## config.mk

```make
export PLATFORM = sky130hd
export DESIGN_NAME = dmiss_ctrl
export DESIGN_NICKNAME = d
export VERILOG_FILES = /design/src/rtl/mem_pkg.sv /design/src/rtl/store_align.sv /design/src/rtl/dmiss_ctrl.sv
export SDC_FILE = /design/constraint.sdc
export NUM_CORES = 1
export LEC_CHECK = 0
export ABC_AREA = 1
export CORE_AREA = 2 2 219 221
export CTS_CLUSTER_DIAMETER = 200
export DETAILED_ROUTE_END_ITERATION = 7
export DIE_AREA = 0 0 221 223
export PLACE_DENSITY = 0.51
export SLEW_MARGIN = 10
export SYNTH_ARGS = -nofsm -noshare
export SYNTH_HDL_FRONTEND = slang
export SYNTH_SLANG_ARGS = --single-unit
```

## constraint.sdc

```tcl
create_clock -name clk -period 4.5 [get_ports clk]
set_input_delay 0.9 -clock clk [delete_from_list [all_inputs] [get_ports clk]]
set_output_delay 0.9 -clock clk [all_outputs]
set_load 0.005 [all_outputs]
```

## src/rtl/mem_pkg.sv

```systemverilog
// Shared definitions for the data-side miss controller: FSM states,
// store size codes and the per-size byte-enable table.
package mem_pkg;

    typedef enum logic [2:0] {
        IDLE,
        RD_ADDR,
        RD_DATA,
        WR_REQ,
        WR_RESP,
        DONE
    } dmiss_state_e;

    localparam logic [2:0] SZ_B = 3'd0;
    localparam logic [2:0] SZ_H = 3'd1;
    localparam logic [2:0] SZ_W = 3'd2;
    localparam logic [2:0] SZ_D = 3'd3;

    // Byte enables for a right-justified access of the given size.
    function automatic logic [7:0] size_strb(input logic [2:0] size);
        case (size)
            SZ_B:    size_strb = 8'h01;
            SZ_H:    size_strb = 8'h03;
            SZ_W:    size_strb = 8'h0F;
            SZ_D:    size_strb = 8'hFF;
            default: size_strb = 8'h00;
        endcase
    endfunction

endpackage

```

## src/rtl/store_align.sv

```systemverilog
// Moves right-justified store data and its byte enables into the byte
// lanes selected by the low address bits of a 64-bit bus word.
module store_align
    import mem_pkg::*;
(
    input  logic [2:0]  addr_lo_i,
    input  logic [2:0]  size_i,
    input  logic [63:0] data_i,
    output logic [63:0] data_o,
    output logic [7:0]  strb_o
);

    // Lane shift; bytes pushed past lane 7 are dropped.
    always_comb begin
        data_o = data_i << {addr_lo_i, 3'b000};
        strb_o = size_strb(size_i) << addr_lo_i;
    end

endmodule

```

## src/rtl/dmiss_ctrl.sv

```systemverilog
// Data-cache miss controller: one outstanding request at a time, either a
// full line refill over the read channels or a single write-through store
// over the write channels.
module dmiss_ctrl
    import mem_pkg::*;
#(
    parameter int B  = 8,
    parameter int AW = 64
) (
    input  logic                 clk,
    input  logic                 reset,
    input  logic                 miss_req,
    input  logic [AW-1:0]        miss_addr,
    input  logic                 miss_write,
    input  logic [2:0]           miss_size,
    input  logic [63:0]          miss_data,
    output logic                 miss_busy,
    output logic                 miss_done,
    output logic                 fill_valid,
    output logic [$clog2(B)-1:0] fill_idx,
    output logic [63:0]          fill_data,
    output logic [AW-1:0]        fill_tag_addr,
    output logic                 ar_valid,
    input  logic                 ar_ready,
    output logic [AW-1:0]        ar_addr,
    output logic [7:0]           ar_len,
    input  logic                 r_valid,
    output logic                 r_ready,
    input  logic [63:0]          r_data,
    input  logic                 r_last,
    output logic                 aw_valid,
    input  logic                 aw_ready,
    output logic [AW-1:0]        aw_addr,
    output logic [2:0]           aw_size,
    output logic                 w_valid,
    input  logic                 w_ready,
    output logic [63:0]          w_data,
    output logic [7:0]           w_strb,
    output logic                 w_last,
    input  logic                 b_valid,
    output logic                 b_ready
);

    localparam int IW    = $clog2(B);
    localparam int OFF_W = $clog2(8 * B);
    localparam logic [AW-1:0] LINE_MASK = ~((AW'(1) << OFF_W) - AW'(1));

    dmiss_state_e  state_q, state_d;
    logic [AW-1:0] addr_q, addr_d;
    logic [2:0]    size_q, size_d;
    logic [63:0]   data_q, data_d;
    logic [IW-1:0] cnt_q, cnt_d;
    logic          aw_done_q, aw_done_d;
    logic          w_done_q, w_done_d;

    logic [AW-1:0] line_addr;
    logic [63:0]   al_data;
    logic [7:0]    al_strb;
    logic          aw_hs, w_hs;

    assign line_addr = addr_q & LINE_MASK;
    assign aw_hs     = (state_q == WR_REQ) && !aw_done_q && aw_ready;
    assign w_hs      = (state_q == WR_REQ) && !w_done_q && w_ready;

    store_align u_align (
        .addr_lo_i (addr_q[2:0]),
        .size_i    (size_q),
        .data_i    (data_q),
        .data_o    (al_data),
        .strb_o    (al_strb)
    );

    // Next-state and output decode; every output is forced low while reset
    // is asserted so the bus sees nothing from an aborted transaction.
    always_comb begin
        state_d       = state_q;
        addr_d        = addr_q;
        size_d        = size_q;
        data_d        = data_q;
        cnt_d         = cnt_q;
        aw_done_d     = aw_done_q;
        w_done_d      = w_done_q;
        miss_busy     = 1'b0;
        miss_done     = 1'b0;
        fill_valid    = 1'b0;
        fill_idx      = '0;
        fill_data     = '0;
        fill_tag_addr = '0;
        ar_valid      = 1'b0;
        ar_addr       = '0;
        ar_len        = '0;
        r_ready       = 1'b0;
        aw_valid      = 1'b0;
        aw_addr       = '0;
        aw_size       = '0;
        w_valid       = 1'b0;
        w_data        = '0;
        w_strb        = '0;
        w_last        = 1'b0;
        b_ready       = 1'b0;
        if (!reset) begin
            case (state_q)
                IDLE: begin
                    // The load/store decision is carried by the next state,
                    // so the write flag itself need not be kept.
                    if (miss_req) begin
                        addr_d    = miss_addr;
                        size_d    = miss_size;
                        data_d    = miss_data;
                        cnt_d     = '0;
                        aw_done_d = 1'b0;
                        w_done_d  = 1'b0;
                        state_d   = miss_write ? WR_REQ : RD_ADDR;
                    end
                end
                RD_ADDR: begin
                    miss_busy = 1'b1;
                    ar_valid  = 1'b1;
                    ar_addr   = line_addr;
                    ar_len    = 8'(B - 1);
                    if (ar_ready) begin
                        cnt_d   = '0;
                        state_d = RD_DATA;
                    end
                end
                RD_DATA: begin
                    miss_busy = 1'b1;
                    r_ready   = 1'b1;
                    if (r_valid) begin
                        fill_valid    = 1'b1;
                        fill_idx      = cnt_q;
                        fill_data     = r_data;
                        fill_tag_addr = line_addr;
                        cnt_d         = cnt_q + IW'(1);
                        // The burst ends on r_last, whatever the beat count.
                        if (r_last) begin
                            state_d = DONE;
                        end
                    end
                end
                WR_REQ: begin
                    miss_busy = 1'b1;
                    aw_valid  = !aw_done_q;
                    w_valid   = !w_done_q;
                    w_last    = !w_done_q;
                    aw_addr   = addr_q;
                    aw_size   = size_q;
                    w_data    = al_data;
                    w_strb    = al_strb;
                    if (aw_hs) begin
                        aw_done_d = 1'b1;
                    end
                    if (w_hs) begin
                        w_done_d = 1'b1;
                    end
                    if ((aw_done_q || aw_hs) && (w_done_q || w_hs)) begin
                        state_d = WR_RESP;
                    end
                end
                WR_RESP: begin
                    miss_busy = 1'b1;
                    b_ready   = 1'b1;
                    if (b_valid) begin
                        state_d = DONE;
                    end
                end
                DONE: begin
                    miss_done = 1'b1;
                    state_d   = IDLE;
                end
                default: state_d = IDLE;
            endcase
        end
    end

    // State, latched request and beat counter; reset clears the latched
    // fields too so address/data outputs read zero afterwards.
    always_ff @(posedge clk) begin
        if (reset) begin
            state_q   <= IDLE;
            addr_q    <= '0;
            size_q    <= '0;
            data_q    <= '0;
            cnt_q     <= '0;
            aw_done_q <= 1'b0;
            w_done_q  <= 1'b0;
        end else begin
            state_q   <= state_d;
            addr_q    <= addr_d;
            size_q    <= size_d;
            data_q    <= data_d;
            cnt_q     <= cnt_d;
            aw_done_q <= aw_done_d;
            w_done_q  <= w_done_d;
        end
    end

endmodule
```

* Yosys cells after proc, flatten, opt, wreduce, memory -nomap -nowiden
Cells that the tools add are included.
** Storage, ports and cells
- Register bits :: 139
- Input bits :: 205
- Output and inout port bits :: 351
- Word-level logic and storage cells :: 101
** Operators by class
- Add/subtract/negate cells :: 1
- Equal/unequal tests :: 16
- Shift-type cells :: 2
- Mux-type cells :: 56
- Reduce and logical (&&, ||, !) cells :: 19
** Operators with widths (number)
- 2-to-1 mux 64 bit :: 12
- << shifter 64 x 6 -> 64 bit :: 1
- 2-to-1 mux 3 bit :: 16
- one-hot mux 8 bit (4 select lines) :: 1
- 2-to-1 mux 1 bit :: 20
- 2-to-1 mux 8 bit :: 2
- one-hot mux 3 bit (5 select lines) :: 1
- != test 2 bit, second input constant :: 7
- equality test 3 x 2 -> 1 bit, second input constant :: 4
- one-hot mux 3 bit (3 select lines) :: 1
- << shifter 8 x 3 -> 8 bit :: 1
- equality test 3 x 1 -> 1 bit, second input constant :: 2
- equality test 3 bit, second input constant :: 2
- zero test 3 bit :: 2
- AND reduction 3 bit :: 2
- AND reduction 6 bit :: 1
- logical AND 1 bit :: 5
- one-hot mux 1 bit (2 select lines) :: 2
- AND reduction 4 bit :: 1
- OR reduction 4 bit :: 1
- adder 3 x 1 -> 3 bit, second input constant :: 1
- nonzero test 3 bit :: 1
- zero test 1 bit :: 2
- logical OR 1 bit :: 2
- 4 further kinds :: 4

* Logic depth before layout (Yosys ltp)
Gate-level depths: netlist of the first run.
- Depth in word-level cells :: 7
- Gate-level depth with buffers :: 11

* Modules after synthesis
A second synthesis of the first run with hierarchy kept.
** Unflattened totals
- Cell total of the unflattened synthesis :: 1637
- Area total of the unflattened synthesis :: 9479.1 µm²
** Modules (own cells, without submodules)
- dmiss_ctrl :: instances 1, cells each 1185, area an instance 7373.3 µm², sequential area each 2782.7 µm²
- store_align :: instances 1, cells each 452, area an instance 2105.8 µm², sequential area each 0.0 µm²

* Worst setup path after synthesis of the first run
No wires, ideal clock.
- Kind :: input -> output
- Start point :: input reset
- End point :: output ar_addr[43]
- Data arrival time :: 1.848 ns
- Required time :: 3.600 ns
- Slack :: 1.752 ns
- Stages :: 6
- Cells stage by stage :: buf_2 nor2_1 inv_1 buf_2 buf_2 nor2_1
** Between the ends
- Word-level cells in the longest chain between the ends :: 1
** Ends and longest elaborated chain
- start, declared :: line dmiss_ctrl.sv:11 : input logic reset,
- 2-to-1 mux 64 bit :: line dmiss_ctrl.sv:101 : if (!reset) begin
- end, declared :: line dmiss_ctrl.sv:25 : output logic [AW-1:0] ar_addr,
Every way passes these cells.

* Final worst setup path of the first run
- Start point :: input reset
- End point :: output ar_addr[10]
The elaborated chain is that of the path after synthesis.

==> results of run 1 <==
==> worst paths after layout <==
path / from / to / slack, ps / cells after the start
worst max-delay path: reset / ar_addr[10] / 440 / 6
worst max register to register: state_q[2] / addr_q[4] / 1970 / 5
worst min-delay path: addr_q[3] / addr_q[3] / 460 / 2
worst min register to register: addr_q[3] / addr_q[3] / 460 / 2
==> tightest hold or removal path: cells and delay by family, from the launching register on <==
family / cells / cell delay (ps)
DFF: 1 / 300
buffers and inverters: 1 / 60
AOI/OAI and AO/OA: 1 / 50
==> cell families after synthesis <==
family                     Yosys count  share of synthesized area, %
AOI/OAI and AO/OA                  399                          23.9
xor gates and xnor gates             1                         0.102
adders and majority gates            1                         0.146
buffers and inverters              338                          18.8
DFF                                139                          32.4
muxes                                5                         0.582
other                                1                        0.0436
and+or+nand+nor                    519                          24.0
==> power breakdown <==
part	leakage, nW	internal [W]	switching (W)	total, W
sequential	1.15	0.00159	0.000210	0.00180
combinational	4.08	0.000933	0.00176	0.00269
clock	0.278	0.000783	0.000655	0.00144
total	5.50	0.00331	0.00262	0.00593
==> Yosys cell counts, drive strengths merged <==
cell type | count | area, um2
a211oi | 3 | 22.5
a21oi | 135 | 676
a22oi | 1 | 7.51
a31oi | 1 | 6.26
buf | 91 | 688
clkbuf | 43 | 164
conb | 1 | 3.75
dfxtp | 139 | 2780
ha | 1 | 12.5
inv | 204 | 766
mux2i | 5 | 50.1
nand2 | 162 | 623
nand3 | 34 | 170
nand3b | 3 | 22.5
nor2 | 313 | 1200
nor3 | 3 | 26.3
nor4 | 1 | 6.26
o211ai | 17 | 128
o21ai | 236 | 1180
o22ai | 6 | 37.5
or2 | 3 | 18.8
xnor2 | 1 | 8.76
==> metal layers <==
layer  track usage (%)  vias up
li1                  -     5307
met1              21.5     4940
met2              29.4      447
met3              5.89       50
met4              4.94        0
met5                 0        -
==> placed cells by master (no fill, tap or decap), types with 2 or more instances in the layout <==
cell             Yosys  layout
inv_8                0       3
o21ai_0            136     136
clkbuf_16            0      17
mux2i_1              5       5
or2_2                3       3
clkinv_4             0       3
o211ai_1            17      17
buf_4               25      24
nor2_1             310     310
inv_6                0       5
clkdlybuf4s50_1      0     537
dfxtp_1            139     138
inv_1              202     199
nor3_1               2       2
nand2_1            158     158
o22ai_1              6       6
conb_1               1      17
a21oi_1            135     135
a211oi_1             3       3
buf_12               0       3
nand3_1             34      34
clkinvlp_4           0       2
nor2_2               2       2
o21ai_1            100     100
nand2_4              1       2
inv_2                2       4
nand3b_1             3       3
==> registers in the layout, indices dropped and copies added, names as in the netlist <==
name	count
addr_q	64
state_q	3
size_q	3
cnt_q	3
w_done_q	1
data_q	64
aw_done_q	1
==> stage by stage <==
stage / hold slack [ps] / worst slack, ps / util (%) / total power [W] / instance area (um2)
after floorplan: 431 / 1750 / - / 0.00352 / 8660
after global placement: 446 / 432 / 30.2 / 0.00449 / 14200
after detailed placement: 448 / 374 / 30.2 / 0.00451 / 14200
after CTS: 458 / 381 / 31.4 / 0.00598 / 14800
after global routing: 483 / 254 / 31.4 / 0.00636 / 14800
final: 456 / 435 / 31.4 / 0.00593 / 14800
==> layout make-up <==
class / instances / share of cell area, %
Timing Repair Buffer: 564 / 38.0
Clock inverter: 14 / 1.01
Multi-Input combinational cell: 942 / 28.9
Sequential cell: 139 / 18.8
Tap cell: 615 / 5.20
Clock buffer: 18 / 2.90
Antenna cell: 1 / 0.0169
Inverter: 204 / 5.19
==> flow_summary.toml, run 1 <==
[cts]
numCtsBuffers = 17
cts.path.max_buffers = 2
numClockSinks = 139
cts_htree_levels = 4
clock_latency_ps = 440
cts_hold_buf = 0
cts_tree = "yes"
cts.clk_slew.worst_paths_ps = 70
post_cts_buffers = 0
clockRootBuffer = "clkbuf_16"
cts.repair.resized = 0

[synth]
ys_warn_count = 0
ys_ff_latch = 139
yosysSeqAreaShare_pct = 32.4
synth.distinct_cells = 33
synthCells = 1403
synth_area_um2 = 8600
syn_area_per_cell_um2 = 6.13

[route]
drtIter0Drc = 722
routedWlPerCell_um = 18.2
dr.pass1.iters = 5
drt-total-wl_um = 45500
postRouteAntennaNets = 0
vias_per_cell = 4.30
drc = 0
top_layer_used = "met4"
m1WireLength_um = 19300
wl_met3_um = 3900
wl_met2_um = 21400
vias = 10744

[timing]
period_minus_slack_ps = 4060
final_max_slew_viol_count = 0
setup_tns_ps = 0
rsz0062_at_grt = "no"
fmax_ghz = 0.246
post-route-period-util_pct = 90.3
hold_viol_final = 0
slew_headroom_pct = 47.5
setup_viol = 0
skew_ps = 9.20
worst_pin_slew_ps = 787

[job]
maxCapViolCount = 0

[global_routing]
grt_start_max_net_pins = 83
grt-ovfl-total = 0
grt_usage_pct = 17.6
antenna_found_initial = 1
grt_first_pass_wirelength_um = 65600
grt_pass1_vias = 10409

[power_and_ir_drop]
p_leak_nw = 5.50
ir_drop_mv = 0.187
power_density_nw_per_um2 = 401

[layout]
layout.area.seq_um2 = 2790
nets = 2074
stdcell_count = 2497
nFillCells = 5139
syn2layout_area_growth_pct = 72.1
multiInputGateArea_um2 = 4280
layout-drive-gt1-share_pct = 3.99

[place]
io_buffers = 538
gp_congestion = 0.963
dp_cells = 2464
dp_hpwl_um = 36300

[setup_path]
crit_family = "buffers and inverters"
path_class = "in -> out"
critPathCaptureType = "primary output"
crit_chain = "clkdlybuf4s50_1, nor2_1, inv_2, buf_4, nor2_1, clkdlybuf4s50_1"
worstPathRequired_ps = 3600
critPathLaunchType = "input port"
cp_slowest_cell = "clkdlybuf4s50_1"
slowest_delay_ps = 630
critPathBufInv = 4
cp_data_arrival_time_ps = 3160
cp_max_fo = 16

[die]
die_area_um2 = 49300
io_pins = 556
core_area_um2 = 47100
start_util_pct = 18.2
rows = 80
fp.dieW_um = 221
die_h_um = 223

[outcome]
run_status = "complete, no violations"

[worst_hold_path]
hold_path_class = "reg -> reg"
Note: power is estimated with default switching activity, not from simulation.
==> run 2: changes to the inputs <==
--- a/config.mk
+++ b/config.mk
@@ -11,6 +11,7 @@
 export DETAILED_ROUTE_END_ITERATION = 7
 export DIE_AREA = 0 0 221 223
 export PLACE_DENSITY = 0.51
+export SKIP_LAST_GASP = 1
 export SLEW_MARGIN = 10
 export SYNTH_ARGS = -nofsm -noshare
 export SYNTH_HDL_FRONTEND = slang
==> results of run 2 <==
Final layout, timing and power as in run 1 (identical DEF).
==> run 3: changes to the inputs <==
--- a/config.mk
+++ b/config.mk
@@ -6,8 +6,9 @@
 export NUM_CORES = 1
 export LEC_CHECK = 0
 export ABC_AREA = 1
+export CAP_MARGIN = 40
 export CORE_AREA = 2 2 219 221
-export CTS_CLUSTER_DIAMETER = 200
+export CTS_CLUSTER_DIAMETER = 50
 export DETAILED_ROUTE_END_ITERATION = 7
 export DIE_AREA = 0 0 221 223
 export PLACE_DENSITY = 0.51
==> results of run 3 <==
Final layout, timing and power as in run 1 (identical DEF).
